## src/rtl/mem_stage_pkg.sv

```systemverilog
// Shared widths, bus layouts and load-op encoding for the memory-access stage.
package mem_stage_pkg;

    localparam int unsigned ES2MS_BUS_W = 123;
    localparam int unsigned ES_RF_ZIP_W = 40;
    localparam int unsigned MS2WS_BUS_W = 156;
    localparam int unsigned MS_RF_ZIP_W = 40;
    localparam int unsigned EXCEPT_W    = 84;
    localparam int unsigned LD_OP_W     = 5;

    // Exception flags that raise ms_ex live in except_zip[EXCEPT_FLAG_HI:EXCEPT_FLAG_LO]
    localparam int unsigned EXCEPT_FLAG_HI = 5;
    localparam int unsigned EXCEPT_FLAG_LO = 0;

    // ld_op = {b, bu, h, hu, w}
    localparam int unsigned LD_B  = 4;
    localparam int unsigned LD_BU = 3;
    localparam int unsigned LD_H  = 2;
    localparam int unsigned LD_HU = 1;
    localparam int unsigned LD_W  = 0;

    typedef struct packed {
        logic                mem_req;
        logic [LD_OP_W-1:0]  ld_op;
        logic [31:0]         pc;
        logic [EXCEPT_W-1:0] except_zip;
        logic                ale;
    } es2ms_bus_t;

    typedef struct packed {
        logic        csr_re;
        logic        res_from_mem;
        logic        rf_we;
        logic [4:0]  rf_waddr;
        logic [31:0] result;
    } es_rf_zip_t;

    typedef struct packed {
        logic [31:0]         pc;
        logic [EXCEPT_W-1:0] except_zip;
        logic                ale;
        logic                csr_re;
        logic                rf_we;
        logic [4:0]          rf_waddr;
        logic [31:0]         rf_wdata;
    } ms2ws_bus_t;

    typedef struct packed {
        logic        ld_wait;
        logic        csr_re;
        logic        rf_we;
        logic [4:0]  rf_waddr;
        logic [31:0] rf_wdata;
    } ms_rf_zip_t;

endpackage

```

## src/rtl/mem_stage_load_ext.sv

```systemverilog
// Load-data alignment and sign/zero extension for byte, half and word loads.
module mem_load_ext
    import mem_stage_pkg::*;
(
    input  logic [LD_OP_W-1:0] ld_op,
    input  logic [1:0]         addr,
    input  logic [31:0]        data,
    output logic [31:0]        ld_result
);

    logic [7:0]  byte_sel;
    logic [15:0] half_sel;

    always_comb begin
        byte_sel  = data[{addr, 3'b000} +: 8];
        half_sel  = addr[1] ? data[31:16] : data[15:0];
        ld_result = data;
        if (ld_op[LD_B]) begin
            ld_result = {{24{byte_sel[7]}}, byte_sel};
        end else if (ld_op[LD_BU]) begin
            ld_result = {24'h0, byte_sel};
        end else if (ld_op[LD_H]) begin
            ld_result = {{16{half_sel[15]}}, half_sel};
        end else if (ld_op[LD_HU]) begin
            ld_result = {16'h0, half_sel};
        end
    end

endmodule

```

## src/rtl/mem_stage.sv

```systemverilog
// Memory-access pipeline stage: waits for data_ok, extends load data, drops flushed responses.
// Optional load-stall counter is built when MS_LD_STALL_CNT_EN is defined.
module mem_stage
    import mem_stage_pkg::*;
(
    input  logic                   clk,
    input  logic                   reset,
    input  logic                   es2ms_valid,
    input  logic [ES2MS_BUS_W-1:0] es2ms_bus,
    input  logic [ES_RF_ZIP_W-1:0] es_rf_zip,
    output logic                   ms_allowin,
    input  logic                   data_sram_data_ok,
    input  logic [31:0]            data_sram_rdata,
    input  logic                   ws_allowin,
    output logic                   ms2ws_valid,
    output logic [MS2WS_BUS_W-1:0] ms2ws_bus,
    output logic [MS_RF_ZIP_W-1:0] ms_rf_zip,
    output logic                   ms_ex,
    input  logic                   wb_ex,
    output logic [31:0]            ms_ld_stall_cnt
);

    es2ms_bus_t  es_bus, ms_bus;
    es_rf_zip_t  es_rf, ms_rf;
    ms2ws_bus_t  out_bus;
    ms_rf_zip_t  fwd_zip;
    logic        ms_valid, ms_ready_go, ld_wait, resp_live;
    logic        buf_valid;
    logic [31:0] buf_data, ld_data, ld_ext, rf_wdata;
    logic [1:0]  discard_cnt, discard_nxt;
    logic [2:0]  discard_sum;

    assign es_bus = es2ms_bus;
    assign es_rf  = es_rf_zip;

    // A data_ok only belongs to this stage once every flushed request has been answered
    assign resp_live   = data_sram_data_ok & (discard_cnt == 2'd0);
    assign ms_ready_go = ~ms_bus.mem_req | buf_valid | resp_live;
    assign ms_allowin  = ~ms_valid | (ms_ready_go & ws_allowin);
    assign ms2ws_valid = ms_valid & ms_ready_go;
    assign ld_wait     = ms_valid & ms_rf.res_from_mem & ~ms_ready_go;

    always_ff @(posedge clk) begin
        if (reset) begin
            ms_valid <= 1'b0;
        end else if (wb_ex) begin
            ms_valid <= 1'b0;
        end else if (ms_allowin) begin
            ms_valid <= es2ms_valid;
        end
    end

    always_ff @(posedge clk) begin
        if (reset) begin
            ms_bus <= '0;
            ms_rf  <= '0;
        end else if (es2ms_valid & ms_allowin & ~wb_ex) begin
            ms_bus <= es_bus;
            ms_rf  <= es_rf;
        end
    end

    always_ff @(posedge clk) begin
        if (reset | wb_ex) begin
            buf_valid <= 1'b0;
            buf_data  <= '0;
        end else if (ms2ws_valid & ws_allowin) begin
            buf_valid <= 1'b0;
        end else if (ms_valid & ms_bus.mem_req & ~buf_valid & resp_live & ~ws_allowin) begin
            buf_valid <= 1'b1;
            buf_data  <= data_sram_rdata;
        end
    end

    // Outstanding requests orphaned by a flush: the one resident here plus one issued this cycle
    always_comb begin
        discard_sum = {1'b0, discard_cnt};
        if (wb_ex) begin
            discard_sum = discard_sum
                        + {2'b00, ms_valid & ms_bus.mem_req & ~buf_valid & ~data_sram_data_ok}
                        + {2'b00, es2ms_valid & es_bus.mem_req};
        end
        if (data_sram_data_ok && discard_cnt != 2'd0) begin
            discard_sum = discard_sum - 3'd1;
        end
        discard_nxt = (discard_sum > 3'd2) ? 2'd2 : discard_sum[1:0];
    end

    always_ff @(posedge clk) begin
        if (reset) begin
            discard_cnt <= '0;
        end else begin
            discard_cnt <= discard_nxt;
        end
    end

    assign ld_data = buf_valid ? buf_data : data_sram_rdata;

    mem_load_ext u_load_ext (
        .ld_op     (ms_bus.ld_op),
        .addr      (ms_rf.result[1:0]),
        .data      (ld_data),
        .ld_result (ld_ext)
    );

    assign rf_wdata = ms_rf.res_from_mem ? ld_ext : ms_rf.result;

    always_comb begin
        out_bus.pc         = ms_bus.pc;
        out_bus.except_zip = ms_bus.except_zip;
        out_bus.ale        = ms_bus.ale;
        out_bus.csr_re     = ms_rf.csr_re;
        out_bus.rf_we      = ms_rf.rf_we;
        out_bus.rf_waddr   = ms_rf.rf_waddr;
        out_bus.rf_wdata   = rf_wdata;
        fwd_zip            = '0;
        if (ms_valid) begin
            fwd_zip.ld_wait  = ld_wait;
            fwd_zip.csr_re   = ms_rf.csr_re;
            fwd_zip.rf_we    = ms_rf.rf_we;
            fwd_zip.rf_waddr = ms_rf.rf_waddr;
            fwd_zip.rf_wdata = rf_wdata;
        end
    end

    assign ms2ws_bus = out_bus;
    assign ms_rf_zip = fwd_zip;
    assign ms_ex     = ms_valid & ((|ms_bus.except_zip[EXCEPT_FLAG_HI:EXCEPT_FLAG_LO]) | ms_bus.ale);

`ifdef MS_LD_STALL_CNT_EN
    logic [31:0] stall_cnt;

    always_ff @(posedge clk) begin
        if (reset) begin
            stall_cnt <= '0;
        end else if (ld_wait) begin
            stall_cnt <= stall_cnt + 32'd1;
        end
    end

    assign ms_ld_stall_cnt = stall_cnt;
`else
    assign ms_ld_stall_cnt = '0;
`endif

endmodule

```

## config.mk

```make
export PLATFORM = sky130hd
export DESIGN_NAME = mem_stage
export DESIGN_NICKNAME = d
export VERILOG_FILES = /design/src/rtl/mem_stage_pkg.sv /design/src/rtl/mem_stage_load_ext.sv /design/src/rtl/mem_stage.sv
export SDC_FILE = /design/constraint.sdc
export NUM_CORES = 1
export LEC_CHECK = 0
export BUFFER_PORTS_ARGS = -buffer_cell sky130_fd_sc_hd__buf_4
export CORE_MARGIN = 3
export CORE_UTILIZATION = 30
export DETAILED_ROUTE_END_ITERATION = 16
export SLEW_MARGIN = 25
export SYNTH_ARGS = -nofsm -noshare
export SYNTH_HDL_FRONTEND = slang
export SYNTH_SLANG_ARGS = --single-unit
```

## constraint.sdc

```tcl
create_clock -name clk -period 3 [get_ports clk]
set_input_delay 0 -clock clk [delete_from_list [all_inputs] [get_ports clk]]
set_output_delay 0 -clock clk [all_outputs]
set_load 0.1 [all_outputs]
```

==> summary.log <==
qor: critical_path.cp_max_fo 11
qor: global_route.grt_use_total 0.175
qor: finish.stdcell_area 16500 sq um
qor: timing.max-slew-margin-rel 0.520
qor: critical_path.r2r_slack 0.32 ns
qor: hold_path.hold_path_end ms2ws_bus[76]
qor: synth.yosys.cell_types.count 45
qor: synth.synth_area_leaders sky130_fd_sc_hd__dfxtp_1 (34%), sky130_fd_sc_hd__nand2b_1 (18%), sky130_fd_sc_hd__mux2i_1 (17%)
qor: global_route.grt_overflow_total 0
qor: timing.measured_slew_at_the_worst_slew_check_pin 0.719 ns
qor: finish.layout.core_utilization 0.438
qor: finish.final_layout_size_suffix_gt1_frac 0.291
qor: timing.maxClockFrequency 0.357 GHz
qor: synth.synth_largest_type_area_fraction 0.344
qor: clock_network.htree_num_levels 4
qor: timing.timing.final.hold_violations 0
qor: timing.finClkSkew 0.00822 ns
qor: synth.ys_warn_count 0
qor: synth.synth_area_leader_cell sky130_fd_sc_hd__dfxtp_1
qor: finish.area.sequential 3970 sq um
qor: clock_network.clock-root-buffer sky130_fd_sc_hd__clkbuf_16
qor: synth.edff_count_synth 0
qor: synth.async_reset_ff_frac 0
qor: synth.synth.yosys.seq_area_share 0.344
qor: timing.rsz0062_at_grt no
qor: critical_path.worstRegToRegCells 11
qor: floorplanning.die_area 40900 sq um
qor: timing.period_needed 2.80 ns
qor: critical_path.rr_startpoint buf_valid
qor: floorplanning.top_level_ports 432
qor: floorplanning.start_util 0.306
qor: routing.drcViolationCount 0
qor: power.post-layout-total-power 7.86 mW
qor: synth.ys_dominant_reg_cell sky130_fd_sc_hd__dfxtp_1
qor: critical_path.type_of_origin_of_the_critical_path flop
qor: synth.postSynthRegisterBits 198
qor: clock_network.cts.reportedPaths.clkPinSlew 0.08 ns
qor: clock_network.cts_made_buffers 17
qor: floorplanning.die_width 202 um
qor: clock_network.clockBufferDepth 2
qor: global_route.antenna_violations_before_repair 3
qor: power.ir_drop 0.405 mV
qor: routing.detail-route-antenna-nets 0
qor: hold_path.hold-path-cell-count 3
qor: finish.most_common_library_cell_in_the_layout_ignoring_fill_and_taps sky130_fd_sc_hd__buf_4
qor: flow_run.maxcap_viol_count 0
qor: timing.final-setup-viol-count 0
qor: floorplanning.coreArea 37800 sq um
qor: timing.final.hold.worst_slack 0.0660 ns
qor: global_route.largest_net_degree_at_the_start_of_global_routing 145
qor: clock_network.cts_tree yes
qor: synth.netlist_instances 1288
qor: routing.count_of_routing_violations_after_the_opening_detailed_route_iteration 425
qor: clock_network.insertion_delay 0.44 ns
qor: routing.detailed_route_via_count 9948
qor: global_route.grt_first_pass_wirelength 57000 um
qor: floorplanning.floorplan.die.height 202 um
qor: power.static_leakage 6.79 nW
qor: finish.filler_cell_count 3598
qor: timing.fin_crit_sh 0.934
qor: placement.port-buffer-count 398
qor: run_status.outcome complete, no violations
qor: placement.place_congestion 0.828
qor: routing.avgViaCountPerCell 4.47
qor: routing.routed_wirelength 36400 um
qor: floorplanning.rows 71
qor: finish.multi_input_comb_area 6170 sq um
qor: clock_network.numClockSinks 198
qor: critical_path.critPathArrivalTime 2.80 ns
qor: timing.report.final.slew_viol_count 0
qor: critical_path.worst_path_largest_cell_delay 0.60 ns
qor: critical_path.critical_path.slowest_cell sky130_fd_sc_hd__dfxtp_1
qor: hold_path.hold_path.class input port to flop
qor: routing.post_drt_wl_per_cell 16.3 um
qor: power.power_density 476 nW/um^2
qor: synth.postSynthAreaPerCell 8.96 sq um
qor: critical_path.critPathKind flop to output pin
qor: placement.place_hpwl 25900 um
qor: placement.dpl-instance-area 13900 sq um
qor: finish.mostFrequentLayoutCells sky130_fd_sc_hd__buf_4 (407), sky130_fd_sc_hd__nand2b_1 (336), sky130_fd_sc_hd__dfxtp_1 (197), sky130_fd_sc_hd__dlygate4sd3_1 (197), sky130_fd_sc_hd__mux2i_1 (195)
qor: critical_path.required 3.00 ns
qor: timing.fin_tns_setup 0 ns
qor: finish.areaGrowthSynthToFinish 43.2%
qor: critical_path.end_kind output pin
qor: finish.design.final.nets 1905
qor: routing.detail_route.first_pass.iterations 5
qor: synth.netlist_area 11500 sq um
qor: hold_path.hold_path_startpoint reset
qor: critical_path.regToRegEndpoint discard_cnt[1]
qor: global_route.grt_pass1_vias 10200
qor: critical_path.crit_chain o21a_1, mux4_2, nor2_1, nor4_2, buf_4
-- what timing repair did --
action | 4_1_cts | 5_1_grt
hold buffers | 197 | 0
gates resized for setup | 0 | 1
endpoints found under the hold margin | 198 | 0
setup buffers | 0 | 0
setup endpoints to repair | 0 | 45
-- per-stage QoR --
stage          worst slack [ns]  instances
5_1_grt                  0.0188       2226
3_3_place_gp              0.400       1996
6_report                  0.197       2226
2_1_floorplan            -0.458       1319
4_1_cts                  0.0135       2225
3_5_place_dp              0.346       1996
-- area by class of cell --
cell class	instances	area share
Inverter	5	0.00114
Antenna cell	1	0.000151
Sequential cell	198	0.240
Tap cell	511	0.0387
Clock inverter	13	0.00977
Multi-Input combinational cell	870	0.374
Clock buffer	19	0.0274
Timing Repair Buffer	609	0.309
-- critical path: cells and delay by family, from the launching register on --
kind	cells	cell delay (ns)
multiplexers	1	0.35
flip-flops	1	0.60
AO/OA/AOI/OAI	1	0.57
AND/OR/NAND/NOR	2	0.47
buffers and inverters	1	0.37
-- power breakdown --
group / internal, mW / switching [mW]
Combinational: 0.814 / 1.76
Sequential: 2.75 / 0.0868
Clock: 1.30 / 1.15
-- cells by family (layout without fill, tap and decap cells) --
logic type	Yosys count	count (layout)	share of synthesized area
AND/OR/NAND/NOR	507	507	0.247
buffers and inverters	251	646	0.146
multiplexers	213	213	0.196
flip-flops	198	198	0.344
AO/OA/AOI/OAI	114	114	0.0620
adder cells (fa/ha/maj)	3	3	0.00390
other	1	33	0.000325
XOR/XNOR	1	1	0.000759
-- cell usage after synthesis (2+ instances only) --
library cell	n
sky130_fd_sc_hd__nor4_1	3
sky130_fd_sc_hd__o21ai_0	2
sky130_fd_sc_hd__mux2i_1	195
sky130_fd_sc_hd__nor3_1	18
sky130_fd_sc_hd__buf_8	9
sky130_fd_sc_hd__mux4_2	10
sky130_fd_sc_hd__o211ai_1	2
sky130_fd_sc_hd__clkbuf_1	57
sky130_fd_sc_hd__mux2_2	8
sky130_fd_sc_hd__nand2_1	93
sky130_fd_sc_hd__or3_1	2
sky130_fd_sc_hd__o2bb2ai_1	7
sky130_fd_sc_hd__buf_4	168
sky130_fd_sc_hd__nor3b_1	2
sky130_fd_sc_hd__ha_1	2
sky130_fd_sc_hd__buf_2	12
sky130_fd_sc_hd__inv_1	4
sky130_fd_sc_hd__nor2b_1	2
sky130_fd_sc_hd__a31oi_1	8
sky130_fd_sc_hd__or2_2	2
sky130_fd_sc_hd__o21a_1	2
sky130_fd_sc_hd__nand3_1	9
sky130_fd_sc_hd__and2_1	8
sky130_fd_sc_hd__a211oi_1	18
sky130_fd_sc_hd__o22ai_1	15
sky130_fd_sc_hd__nand2b_1	336
sky130_fd_sc_hd__nor2_1	28
sky130_fd_sc_hd__dfxtp_1	198
sky130_fd_sc_hd__a21oi_1	52
-- state kept, by name, indices dropped and copies added (netlist names) --
| register | count |
|---|---|
| buf_valid | 1 |
| ms_valid | 1 |
| ms2ws_bus | 124 |
| ms_bus | 5 |
| ms_rf | 33 |
| buf_data | 32 |
| discard_cnt | 2 |
-- metal layers --
layer / track usage / routed length (um) / vias up
li1: - / - / 4903
met1: 0.207 / 14700 / 4616
met2: 0.302 / 18000 / 362
met3: 0.0440 / 2440 / 63
met4: 0.0728 / 1230 / 4
met5: 0 / 23 / -
-- how the worst max path moves through the flow --
stage                     startpoint        endpoint  slack [ns]
after floorplan             ms_rf[1]   ms_rf_zip[17]       -0.46
after global placement     buf_valid  discard_cnt[0]        0.40
after detailed placement   buf_valid  discard_cnt[0]        0.35
after CTS                  buf_valid   ms_rf_zip[16]        0.01
after global routing        ms_rf[1]   ms_rf_zip[16]        0.02
final                       ms_rf[1]    ms_rf_zip[7]        0.20
No activity file was read; power rests on OpenSTA's default activity.
